### config.mk
export PLATFORM = sky130hd
export DESIGN_NAME = p16_uart_tx
export DESIGN_NICKNAME = d
export VERILOG_FILES = /design/src/rtl/p16_uart_tx.sv
export SDC_FILE = /design/constraint.sdc
export NUM_CORES = 1
export LEC_CHECK = 0
export CAP_MARGIN = 15
export CORE_UTILIZATION = 63
export CTS_BUF_LIST = sky130_fd_sc_hd__clkbuf_16
export CTS_CLUSTER_SIZE = 24
export DETAILED_ROUTE_END_ITERATION = 16
export GPL_TIMING_DRIVEN = 0
export HOLD_SLACK_MARGIN = 0.03
export PLACE_DENSITY = 0.84
export SYNTH_ARGS = -nofsm -noshare
export SYNTH_HDL_FRONTEND = slang
export SYNTH_SLANG_ARGS = --single-unit
export TNS_END_PERCENT = 50
### constraint.sdc
create_clock -name i_clk -period 9.55 [get_ports i_clk]
set_input_delay 0.955 -clock i_clk [delete_from_list [all_inputs] [get_ports i_clk]]
set_output_delay 0.955 -clock i_clk [all_outputs]
set_load 0.01 [all_outputs]
### src/rtl/p16_uart_tx.sv
// p16_uart_tx: 8N1 UART transmitter fed by a small byte FIFO; define P16_UART_TX_PARITY_EN for 8E1 framing
module p16_uart_tx #(
  parameter int CLK_FREQ = 250000,
  parameter int BAUD     = 9600,
  parameter int DEPTH    = 4
) (
  input  logic                     i_clk,
  input  logic                     i_rst_n,
  input  logic [7:0]               i_data,
  input  logic                     i_valid,
  output logic                     o_ready,
  output logic                     o_tx,
  output logic                     o_busy,
  output logic [$clog2(DEPTH):0]   o_count
);
  localparam int CPB = CLK_FREQ / BAUD;
  localparam int AW  = $clog2(DEPTH);
  localparam int CW  = AW + 1;
  localparam int BW  = CPB > 1 ? $clog2(CPB) : 1;
  localparam logic [BW-1:0] RELOAD = BW'(CPB - 1);
  typedef enum logic [2:0] {
    IDLE,
    START,
    DATA,
`ifdef P16_UART_TX_PARITY_EN
    PARITY,
`endif
    STOP
  } state_t;
  logic [7:0]    mem [DEPTH];
  logic [AW:0]   wr_ptr, rd_ptr, wr_nxt, rd_nxt;
  state_t        state;
  logic [BW-1:0] baud;
  logic [2:0]    idx;
  logic [7:0]    sh;
  logic [7:0]    head;
  logic          empty, push, pop, tick;
`ifdef P16_UART_TX_PARITY_EN
  logic          par;
`endif
  assign o_count = wr_ptr - rd_ptr;
  assign empty   = o_count == '0;
  assign push    = i_valid && o_ready;
  assign tick    = baud == '0;
  assign pop     = !empty && (state == IDLE || (state == STOP && tick));
  assign head    = mem[rd_ptr[AW-1:0]];
  assign wr_nxt  = wr_ptr + CW'(push);
  assign rd_nxt  = rd_ptr + CW'(pop);
  // FIFO storage; contents need no reset since the pointers define validity
  always_ff @(posedge i_clk)
    if (push) mem[wr_ptr[AW-1:0]] <= i_data;
  // FIFO pointers and registered not-full flag computed from next-state occupancy
  always_ff @(posedge i_clk or negedge i_rst_n)
    if (!i_rst_n) begin
      wr_ptr  <= '0;
      rd_ptr  <= '0;
      o_ready <= 1'b1;
    end else begin
      wr_ptr  <= wr_nxt;
      rd_ptr  <= rd_nxt;
      o_ready <= (wr_nxt - rd_nxt) != CW'(DEPTH);
    end
  // Frame FSM; a pop (from IDLE or at the end of STOP) always starts a new START bit
  always_ff @(posedge i_clk or negedge i_rst_n)
    if (!i_rst_n) begin
      state  <= IDLE;
      o_tx   <= 1'b1;
      o_busy <= 1'b0;
      baud   <= '0;
      idx    <= '0;
      sh     <= '0;
`ifdef P16_UART_TX_PARITY_EN
      par    <= 1'b0;
`endif
    end else if (pop) begin
      sh     <= head;
      o_tx   <= 1'b0;
      baud   <= RELOAD;
      o_busy <= 1'b1;
      state  <= START;
`ifdef P16_UART_TX_PARITY_EN
      par    <= ^head;
`endif
    end else begin
      case (state)
        IDLE: o_tx <= 1'b1;
        START:
          if (tick) begin
            o_tx  <= sh[0];
            idx   <= '0;
            baud  <= RELOAD;
            state <= DATA;
          end else baud <= baud - 1'b1;
        DATA:
          if (!tick) baud <= baud - 1'b1;
          else begin
            baud <= RELOAD;
            if (idx != 3'd7) begin
              sh   <= sh >> 1;
              o_tx <= sh[1];
              idx  <= idx + 1'b1;
            end else begin
`ifdef P16_UART_TX_PARITY_EN
              o_tx  <= par;
              state <= PARITY;
`else
              o_tx  <= 1'b1;
              state <= STOP;
`endif
            end
          end
`ifdef P16_UART_TX_PARITY_EN
        PARITY:
          if (tick) begin
            o_tx  <= 1'b1;
            baud  <= RELOAD;
            state <= STOP;
          end else baud <= baud - 1'b1;
`endif
        STOP:
          if (tick) begin
            state  <= IDLE;
            o_busy <= 1'b0;
          end else baud <= baud - 1'b1;
        default: state <= IDLE;
      endcase
    end
endmodule

=== Word level (Yosys, flattened, before mapping) ===
Memory sizes are Yosys's and may differ from the RTL's.
Cells that the tools add are included.

* Register bits: 28
* RAM bits: 32
* Bits of input ports: 11
* Output and inout bits: 6
* Memories kept: 1

* Add/sub/neg operators: 6
* Equal/unequal tests: 14
* Mux-type cells: 27
* Bitwise operators: 1
* Reduce and logical (&&, ||, !) cells: 22

{| class="wikitable"
|+ Memories
! memory !! depth !! bits a word !! read ports !! clocked after memory_dff !! write ports !! RTL line !! source
|-
| mem || 4 || 8 || 1 || 0 || 1 || 30 || <nowiki>logic [7:0] mem [DEPTH];</nowiki>
|}

{| class="wikitable"
|+ Operators with widths
! cell !! number
|-
| two-way mux 8 bit || 4
|-
| two-way mux 3 bit || 7
|-
| != test 3 bit (second input constant) || 7
|-
| two-way mux 5 bit || 3
|-
| case mux 3 bit (4 select lines) || 1
|-
| case mux 5 bit (2 select lines) || 1
|-
| AND reduction 5 bit || 2
|-
| nonzero test 2 bit || 5
|-
| two-way mux 1 bit || 9
|-
| != test 2 bit (second input constant) || 4
|-
| adder 3 x 1 -> 3 bit || 2
|-
| == test 3 x 2 -> 1 bit (second input constant) || 2
|-
| zero test 3 bit || 2
|-
| case mux 3 bit (2 select lines) || 1
|-
| AND reduction 3 bit || 2
|-
| subtractor 3 bit || 2
|-
| zero test 5 bit || 1
|-
| subtractor 5 x 1 -> 5 bit (second input constant) || 1
|-
| AND reduction 2 bit || 2
|-
| nonzero test 4 bit || 1
|-
| adder 3 x 1 -> 3 bit (second input constant) || 1
|-
| == test 3 x 1 -> 1 bit (second input constant) || 1
|-
| logical AND 1 bit || 3
|-
| case mux 1 bit (3 select lines) || 1
|-
| other kinds (5) || 5
|}

=== Longest topological paths before layout ===
Gate-level depths: netlist (run 1).

* Depth in word-level cells: 7
* Mapped depth: 16
* Depth with buffers taken out: 15

=== Least setup slack after synthesis (run 1) ===
Ideal clock, no wire load.

* Kind: register to register
* From: reg wr_ptr[0]
* To: reg o_ready
* Library setup time: 0.089 ns
* Arrival: 3.059 ns
* Data required time: 9.461 ns
* Setup slack: 6.401 ns
* Stages on the path, launching flop included: 17
* Path buffers: 1
* Cell sequence: dfrtp_1 -> inv_1 -> ha_1 -> fa_1 -> xor3_1 -> nor2_4 -> or2_1 -> clkbuf_2 -> inv_1 -> ha_1 -> ha_1 -> inv_1 -> ha_1 -> nor2b_1 -> xnor2_1 -> nor2_1 -> nand4b_1

* Cells in the longest elaborated chain, start to end: 7

{| class="wikitable"
|+ Ends and longest elaborated chain
! what !! RTL line !! source
|-
| from (decl) || 31 || <nowiki>logic [AW:0] wr_ptr, rd_ptr, wr_nxt, rd_nxt;</nowiki>
|-
| from (signal assigned) || 59 || <nowiki>wr_ptr <= wr_nxt;</nowiki>
|-
| subtractor 3 bit || 41 || <nowiki>assign o_count = wr_ptr - rd_ptr;</nowiki>
|-
| named net o_count[2] || 14 || <nowiki>output logic [$clog2(DEPTH):0] o_count</nowiki>
|-
| zero test 3 bit || 42 || <nowiki>assign empty = o_count == '0;</nowiki>
|-
| zero test 1 bit || 45 || <nowiki>assign pop = !empty && (state == IDLE || (state == STOP && tick));</nowiki>
|-
| logical AND 1 bit || 45 ||
|-
| named net pop || 37 || <nowiki>logic empty, push, pop, tick;</nowiki>
|-
| adder 3 x 1 -> 3 bit || 48 || <nowiki>assign rd_nxt = rd_ptr + CW'(pop);</nowiki>
|-
| named net rd_nxt[1] || 31 ||
|-
| subtractor 3 bit || 61 || <nowiki>o_ready <= (wr_nxt - rd_nxt) != CW'(DEPTH);</nowiki>
|-
| != test 3 bit || 61 ||
|-
| to (signal assigned) || 61 ||
|-
| to (decl) || 11 || <nowiki>output logic o_ready,</nowiki>
|}

The timed path passes the listed nets, and every way through them passes these cells.
A chain may end at the register's enable or synchronous reset.

=== Final worst setup path (run 1) ===
* From: reg wr_ptr[0]
* To: reg o_ready

* Cells in the longest elaborated chain, start to end: 7

{| class="wikitable"
|+ Ends and longest elaborated chain
! what !! RTL line
|-
| subtractor 3 bit || 41
|-
| zero test 3 bit || 42
|-
| zero test 1 bit || 45
|-
| logical AND 1 bit || 45
|-
| named net pop || 37
|-
| adder 3 x 1 -> 3 bit || 48
|-
| named net rd_nxt[1] || 31
|-
| subtractor 3 bit || 61
|-
| != test 3 bit || 61
|}

The timed path passes the listed nets, and every way through them passes these cells.

==> results.json, run 1 <==
{
  "wl_per_cell_um": 18.17,
  "synth_top_family_by_area": "simple AND/OR/NAND/NOR gates",
  "finalSetupViolCount": 0,
  "synth_fa_ha_area_share_pct": 7.421,
  "die_h_um": 68.66,
  "synthesis.nets": 242,
  "grt-ovfl-total": 0,
  "clock_power_share_pct": 24.7,
  "fin_skew_ps": 7.047,
  "route.vias.total": 1825,
  "multi_input_area_um2": 1064,
  "detail_route.iter0.violations": 155,
  "synth-seq-cells": 59,
  "seqPwrFrac_pct": 32.0,
  "p_leak_uw": 0.001340,
  "wl_um": 5451,
  "p_int_uw": 798.9,
  "arrival_ps": 3790,
  "htree_levels": 3,
  "whs_ps": 473.9,
  "final_util_pct": 81.01,
  "ir_drop_uv": 269.8,
  "fillers": 233,
  "synthCells": 215,
  "p_comb_share_pct": 43.3,
  "max_freq_mhz": 281.2,
  "num_rows": 23,
  "hold_viol": 0,
  "gp_congestion": 0.8111,
  "ff2ff_path_depth": 16,
  "dpl_cell_area_um2": 3057,
  "dp.final_hpwl_um": 3661,
  "critPathMaxFanout": 8,
  "avgViaCountPerCell": 6.083,
  "r2r-start": "wr_ptr[0]",
  "tightest_slew_ps": 775.2,
  "status": "complete, no violations",
  "synthTopCellsByArea": "edfxtp_1 34%, dfrtp_1 22%, ha_1 6.7%",
  "cap_viol_max_count": 0,
  "yosysTopAreaCellShare_pct": 34.33,
  "drive_above_1_share_pct": 16.40,
  "async_reset_ff_share_pct": 45.76,
  "clockBufferDepth": 2,
  "final_area_um2": 3357,
  "holdCritStartpoint": "o_tx",
  "switchingPower_uw": 461.8,
  "required_ps": 9780,
  "cts_tree": "built",
  "fin_crit_sh_pct": 37.24,
  "cellPowerDensity_nw_per_um2": 375.6,
  "grt_setup_unrepaired": "no",
  "route.detailed.drc": 0,
  "min_path_cells": 2,
  "grt_pass1_vias": 1840,
  "area_growth_pct": 19.94,
  "synth_compound_area_share_pct": 8.628,
  "placement.io_buffers": 16,
  "core_area_um2": 4144,
  "insertion_delay_ps": 320,
  "slew_headroom_pct": 48.13,
  "gr-usage-all-layers_pct": 27.55,
  "cts_setup_buffers": 0,
  "hp-class": "reg2reg",
  "synth_cell_types": 47,
  "end_kind": "register",
  "synth_xor_area_share_pct": 1.788,
  "synthSimpleGateAreaFrac_pct": 12.61,
  "yosys.area.top_type": "edfxtp_1",
  "grt_max_degree": 16,
  "grt_first_pass_wirelength_um": 8797,
  "nets": 272,
  "synthMuxAreaShare_pct": 7.555,
  "maxSlewViolCount": 0,
  "rrSetupSlack_ps": 5990,
  "synthesis.area_um2": 2799,
  "critPathKind": "reg2reg",
  "synth_ff_type": "edfxtp_1",
  "detail_route.first_pass.iterations": 4,
  "dieArea_um2": 4714,
  "path_clk_slew_ps": 50,
  "startpoint_type": "register",
  "regArea_um2": 1639,
  "netSwitchingFraction_pct": 36.63,
  "die_x_um": 68.66,
  "synth_seq_area_share_pct": 58.56,
  "ant_nets": 0,
  "fin_setup_tns_ps": 0,
  "clock_sinks": 59,
  "r2r-end": "o_ready",
  "synth.avg_cell_area_um2": 13.02,
  "synth_edf_count": 32,
  "yosysWarnings": 0,
  "hold_buffers": 0,
  "initial_core_util_pct": 67.54,
  "cts-buffers-inserted": 9,
  "clock-root-buffer": "clkbuf_16",
  "period_needed_ps": 3557,
  "diodes": 0,
  "hold_end": "o_tx",
  "cts_resized": 0,
  "antenna_found_initial": 0,
  "pin_count": 17
}
## sequential cells by signal, indices dropped and copies added, names as in the netlist, 2 cells and up
name,count
idx,3
rd_ptr,3
mem,32
sh,8
wr_ptr,3
baud,5
state,2
## metrics by stage
step                      power, uW  setup slack [ps]  instances
after floorplan               777.2              6401        215
after global placement        910.4              6164        281
after detailed placement      933.1              6101        283
after CTS                      1261              5989        299
after global routing           1340              5786        300
final                          1261              5993        300
## cells in the mapped netlist (all sizes together), types with 2 or more instances
master,n
or2,2
nor3,13
a21oi,3
nand2,25
o22ai,3
nor2,12
ha,15
dfrtp,25
buf,4
clkbuf,6
inv,14
and3,2
xnor2,2
mux4,8
a32o,2
a31oi,8
nor4b,2
dfstp,2
nor3b,2
mux2i,2
o21ai,9
o211ai,3
a32oi,2
edfxtp,32
nand4b,2
## layout make-up
class,count,share of cell area [%]
Sequential cell,59,48.83
Buffer,10,1.305
Tap cell,50,1.864
Clock buffer,9,6.709
Timing Repair Buffer,19,6.038
Multi-Input combinational cell,132,31.68
Clock inverter,7,2.013
Inverter,14,1.565
## how the worst max path moves through the flow
stage,startpoint,to,slack (ps),depth (start not counted)
final,wr_ptr[0],o_ready,5990,16
after floorplan,wr_ptr[0],o_ready,6400,16
after global routing,wr_ptr[0],o_ready,5790,16
after CTS,wr_ptr[0],o_ready,5990,16
after global placement,wr_ptr[0],o_ready,6160,16
after detailed placement,wr_ptr[0],o_ready,6100,16
## logic make-up (layout without fill, tap and decap cells)
family          after synthesis  count (layout)
simple gates                 65              65
flops                        59              59
compound gates               36              36
buf+inv                      24              59
fa+ha+maj                    16              16
mux                          11              11
xor+xnor                      4               4
## worst max-delay path, stage by stage, from the launching register on
cell,delay (ps)
dfrtp_1,410
inv_1,110
ha_1,220
fa_1,370
xor3_1,460
nor2_4,230
or2_1,150
clkbuf_2,180
inv_1,100
ha_1,190
ha_1,290
inv_1,60
ha_1,190
nor2b_1,150
xnor2_1,150
nor2_1,50
nand4b_1,170
## metal layers
| layer | routed length (um) | global-route usage, % | vias up |
|---|---|---|---|
| met3 | 214 | 6.743 | 14 |
| met1 | 2356 | 33.22 | 893 |
| li1 | - | - | 865 |
| met5 | 0 | 0 | - |
| met2 | 2756 | 45.59 | 53 |
| met4 | 124 | 14.84 | 0 |
## cells in the final DEF (no fill, tap or decap), types with 9 or more instances in the layout
cell and instances:
clkbuf_16 9, inv_1 14, nand2_1 25, dfrtp_1 25, edfxtp_1 32, clkdlybuf4s50_1 16, nor2_1 11, ha_1 15
nor3_1 13
## power groups by stage
stage / clock network [uW] / logic, uW / registers [uW]
global route: 325 / 605 / 411
global placement: 0 / 509 / 401
CTS: 314 / 544 / 403
floorplan: 0 / 383 / 394
detailed placement: 0 / 528 / 405
finish: 311 / 546 / 404
(Power assumes the default switching activity.)
==> inputs of run 2 (changes only) <==
CORE_UTILIZATION = 53   (was 63)
PLACE_DENSITY = 0.75   (was 0.84)
clock period = 3.1 ns   (was 9.55 ns; I/O delays follow)
==> run 2 against run 1 <==
  * Critical path depth is 1 lower
  * Worst setup slack got worse by 5800 ps
  * Hold slack lost 44 ps
  * Total power rose to 3.3 times the previous value
  * Utilization shrank 12 points
  * Critical endpoint unchanged
  * Fmax up 24%
  * Clock power grew to 3.2 times the previous value
  * Largest cell class unchanged
==> results.json, run 2 (synthesis gave the netlist of run 1 again) <==
{
  "period_needed_ps": 2863,
  "final_common_cell": "edfxtp_1",
  "gp_congestion": 0.8287,
  "max_freq_mhz": 349.2,
  "initial_core_util_pct": 54.80,
  "grt_setup_unrepaired": "no",
  "area_growth_pct": 25.39,
  "critPathMaxFanout": 2,
  "fin_crit_sh_pct": 92.37,
  "die_x_um": 74.67,
  "wl_um": 5302,
  "dpl_cell_area_um2": 3090,
  "placement.io_buffers": 16,
  "dieArea_um2": 5576,
  "num_rows": 26,
  "cp_common_cell": "ha_4",
  "setup.worst_path.start": "rd_ptr[0]",
  "diodes": 0,
  "wl_per_cell_um": 16.21,
  "status": "complete, no violations",
  "largest_reg_flops": 32,
  "die_h_um": 74.67,
  "cellPowerDensity_nw_per_um2": 1174,
  "required_ps": 3340,
  "r2r-start": "rd_ptr[0]",
  "clock_sinks": 59,
  "cpLargestDelayFamily": "adder cells",
  "final_util_pct": 68.72,
  "dp.final_hpwl_um": 3520,
  "detail_route.first_pass.iterations": 4,
  "worst-path-buf-inv": 3,
  "fillers": 366,
  "clock-root-buffer": "clkbuf_16",
  "grt_pass1_vias": 1734,
  "grt_util_met1_pct": 28.56,
  "slew_headroom_pct": 49.93,
  "arrival_ps": 3100,
  "ant_nets": 0,
  "cts_tree": "built",
  "tightest_slew_ps": 748.7,
  "hold_viol": 0,
  "cap_viol_max_count": 0,
  "gr-usage-all-layers_pct": 21.26,
  "insertion_delay_ps": 330,
  "startpoint_type": "register",
  "max_stage_delay_ps": 410,
  "critPathKind": "reg2reg",
  "cts-buffers-inserted": 9,
  "drive_above_1_share_pct": 22.57,
  "nets": 279,
  "crit_chain": "ha_4 > fa_2 > xor3_2 > nor2_4 > or2_1 > clkbuf_8 > inv_2 > ha_4 > ha_4 > inv_1 > ha_1 > nor2b_2 > xnor2_2 > nor2_1 > nand4b_1",
  "finalSetupViolCount": 0,
  "maxSlewViolCount": 0,
  "end_kind": "register",
  "mostFrequentLayoutCells": "32 x edfxtp_1, 25 x nand2_1, 25 x dfrtp_1",
  "crit_path_top_delay_cell": "dfrtp_1",
  "route.detailed.drc": 0,
  "detail_route.iter0.violations": 151,
  "path_clk_slew_ps": 60,
  "grt_use_met3_pct": 4.819,
  "pre_cts_ws_ps": -225.8,
  "hp-class": "in2async",
  "clockBufferDepth": 2,
  "htree_levels": 3,
  "grt_first_pass_wirelength_um": 8335,
  "core_area_um2": 5107,
  "final_area_um2": 3510,
  "grt-ovfl-total": 0,
  "avgViaCountPerCell": 5.602,
  "route.vias.total": 1832,
  "fin_skew_ps": 4.905,
  "pin_count": 17,
  "grt_use_met2_pct": 33.73,
  "ir_drop_uv": 783.0,
  "layout_setup_ws_ps": 236.6,
  "top_usage_layer": "met2",
  "grt_max_degree": 16,
  "antenna_found_initial": 0,
  "p_leak_uw": 0.001391
}
run 2: changes by cell type in the layout (fill, tap and decap cells not counted), moves of 3 or more:
cell      previous run  this run
clkinv_4             0         3
ha_1                15        12
ha_4                 0         3
buf_4                1         9
run 2: path summary, 6_finish.rpt:
| kind | to | cells past startpoint | slack (ps) |
|---|---|---|---|
| setup / recovery | o_ready | 15 | 240 |
| hold / removal | sh[1] | 1 | 430 |
| setup reg to reg | o_ready | 15 | 240 |
| hold reg to reg | o_tx | 2 | 470 |
| max in group asynchronous | o_ready | 2 | 2050 |
| min in group i_clk | o_tx | 2 | 470 |
run 2: metrics by stage:
step                power (uW)  TNS, ps  hold WS, ps  instances
floorplan                 2395        0        14.41        215
global placement          2808   -142.5        461.4        301
detailed placement        2863   -225.8        468.6        304
CTS                       4126        0        455.4        327
global route              4352        0        491.2        327
finish                    4121        0        429.9        327
run 2: what timing repair did:
action / 4_1_cts / 5_1_grt
endpoints found under the setup margin: 1 / 1
gates resized for setup: 12 / 0
cloned: 0 / 0
buffers inserted: 7 / 0
pin swaps: 7 / 1
hold buffers: 0 / 0
run 2: routing by layer:
layer,vias to the layer above,part of all wire (%)
li1,873,-
met1,902,45
met2,49,50
met3,8,3.8
met4,0,1.1
met5,-,0
run 2: worst register-to-register path, stage by stage, from the launching register on:
cell and delay (ps):
dfrtp_1 410, ha_4 170, fa_2 380, xor3_2 270
nor2_4 120, or2_1 110, clkbuf_8 120, inv_2 50
ha_4 160, ha_4 250, inv_1 30, ha_1 190
nor2b_2 150, xnor2_2 130, nor2_1 50, nand4b_1 180
run 2: cell type report:
cell class / instances / area, um^2 / area share, %
clock inverter: 7 / 82.58 / 2.353
buffer: 10 / 52.55 / 1.497
sequential: 59 / 1639 / 46.70
inverter: 14 / 52.55 / 1.497
clock buffer: 9 / 225.2 / 6.417
tap: 70 / 87.58 / 2.496
timing repair buffer: 26 / 255.2 / 7.273
multi-input combinational: 132 / 1115 / 31.76
run 2: where the power goes:
group / internal (uW) / switching [uW]
clock network: 634 / 375
registers: 1090 / 158
logic: 924 / 945
==> inputs of run 3 (changes only) <==
CORE_MARGIN = 2   (was not set)
CORE_UTILIZATION = 25   (was 53)
PLACE_DENSITY = not set   (was 0.75)
==> run 3 against run 2 <==
  * Wire length increased by 0.25%
  * Cell count grew 20%
  * Critical endpoint unchanged
  * Critical path type unchanged
  * Register-to-register slack worse by 20 ps
  * Clock skew hardly changed
  * Highest routed layer unchanged
  * Sequential cell count did not move
  * Design area increased by 0.96%
  * Largest cell class unchanged
  * Non-clock buffer count down 3
  * Largest power group unchanged
==> results.json, run 3 (synthesis gave the netlist of run 1 again) <==
{
  "status": "complete, no violations",
  "gp_congestion": 0.7835,
  "pin_count": 17,
  "drive_above_1_share_pct": 20.08,
  "grt-ovfl-total": 0,
  "startpoint_type": "register",
  "maxSlewViolCount": 0,
  "die_x_um": 109.8,
  "setup.worst_path.start": "wr_ptr[0]",
  "ant_nets": 0,
  "cts_tree": "built",
  "grt_setup_unrepaired": "no",
  "mostFrequentLayoutCells": "32 x edfxtp_1, 25 x nand2_1, 25 x dfrtp_1",
  "hold_buffers": 0,
  "hp-class": "in2async",
  "multi_input_area_um2": 1085,
  "fin_crit_sh_pct": 93.07,
  "grt_pass1_vias": 1837,
  "initial_core_util_pct": 25.71,
  "regArea_um2": 1639,
  "fin_setup_tns_ps": 0,
  "final_common_cell": "edfxtp_1",
  "num_rows": 38,
  "netSwitchingFraction_pct": 35.84,
  "dp.final_hpwl_um": 3714,
  "grt_first_pass_wirelength_um": 8976,
  "critPathKind": "reg2reg",
  "fillers": 1039,
  "cts-buffers-inserted": 9,
  "diodes": 0,
  "gr-usage-all-layers_pct": 9.900,
  "core_area_um2": 10890,
  "route.detailed.drc": 0,
  "seqPwrFrac_pct": 30.8,
  "detail_route.first_pass.iterations": 4,
  "end_kind": "register",
  "htree_levels": 3,
  "finalSetupViolCount": 0,
  "placement.io_buffers": 16,
  "dieArea_um2": 12060,
  "p_leak_uw": 0.001371,
  "largest_reg_flops": 32,
  "switchingPower_uw": 1437,
  "tightest_slew_ps": 765.8,
  "period_needed_ps": 2885,
  "route.vias.total": 1798,
  "wl_um": 5315,
  "clock-root-buffer": "clkbuf_16",
  "crit_chain": "inv_1 > ha_1 > fa_2 > nand2_1 > nor2_4 > or2_1 > clkbuf_8 > inv_1 > ha_2 > ha_4 > inv_1 > ha_1 > nor2b_2 > xnor2_1 > nor2_1 > nand4b_1",
  "r2r-start": "wr_ptr[0]",
  "p_int_uw": 2572,
  "arrival_ps": 3130,
  "nets": 276,
  "max_freq_mhz": 346.6,
  "detail_route.iter0.violations": 74,
  "cap_viol_max_count": 0,
  "final_util_pct": 32.54,
  "antenna_found_initial": 0,
  "path_clk_slew_ps": 50,
  "avgViaCountPerCell": 4.563,
  "ir_drop_uv": 527.7,
  "crit_path_top_delay_cell": "fa_2",
  "max_stage_delay_ps": 530,
  "die_h_um": 109.8,
  "area_growth_pct": 26.60,
  "clock_sinks": 59,
  "clockBufferDepth": 2,
  "fin_skew_ps": 4.470,
  "wl_per_cell_um": 13.49,
  "cellPowerDensity_nw_per_um2": 1131,
  "grt_max_degree": 16,
  "p_comb_share_pct": 43.9,
  "insertion_delay_ps": 330,
  "hold_viol": 0,
  "required_ps": 3340,
  "critPathMaxFanout": 3,
  "cp_common_cell": "inv_1",
  "clock_power_share_pct": 25.3,
  "slew_headroom_pct": 48.76
}
[run 3: cell types whose count changed in the layout (fill, tap and decap cells not counted), moves of 2 or more]
cell | before | now
clkinv_4 | 3 | 1
buf_4 | 9 | 5
inv_1 | 12 | 14
inv_2 | 2 | 0
ha_4 | 3 | 1
[run 3: path summary, 6_finish.rpt]
check	end	slack (ps)	cells after the start
setup / recovery	o_ready	210	16
setup reg to reg	o_ready	210	16
max in group asynchronous	o_tx	2080	2
min in group i_clk	o_tx	480	2
hold / removal	baud[2]	420	1
hold reg to reg	o_tx	480	2
[run 3: metrics by stage]
step,std cells,hold WS (ps),setup WS (ps),total power (uW),cell area [um^2]
finish,394,416.3,214.8,4009,3543
global route,394,488.2,4.557,4325,3543
CTS,394,449.0,29.00,4052,3541
detailed placement,374,467.4,-172.6,2897,3176
global placement,371,465.0,-154.1,2852,3136
floorplan,215,14.41,127.8,2395,2800
[run 3: final cells by class]
cell class	count	area share, %
buffer	10	1.483
clock buffer	9	6.356
clock inverter	7	2.366
inverter	14	1.483
multi-input combinational	132	30.61
sequential	59	46.26
tap	140	4.944
timing repair buffer	23	6.497
[run 3: power by group through the flow]
stage | combinational [uW] | sequential, uW | clock, uW
2_1_floorplan | 1180 | 1210 | 0
3_3_place_gp | 1610 | 1240 | 0
3_5_place_dp | 1650 | 1250 | 0
4_1_cts | 1790 | 1230 | 1030
5_1_grt | 1990 | 1260 | 1080
6_report | 1760 | 1230 | 1020
[run 3: critical path: cells and delay by family (launching register included)]
kind | cells | cell delay, ps
adder cells (fa/ha/maj) | 5 | 1380
XOR/XNOR | 1 | 140
flip-flops | 1 | 350
AND/OR/NAND/NOR | 6 | 650
buffers and inverters | 4 | 290
[run 3: timing repair]
| action | CTS | global route |
|---|---|---|
| setup buffers | 4 | 0 |
| pin swaps | 3 | 1 |
| gates resized for setup | 5 | 1 |
| endpoints found under the setup margin | 1 | 1 |
[run 3: per-layer routing]
metal / global-route usage [%] / share of wire, % / vias up
met5: 0 / 0 / -
met4: 4.521 / 2.3 / 0
met3: 2.905 / 3.2 / 11
met2: 15.34 / 47 / 20
met1: 12.73 / 48 / 895
li1: - / - / 872
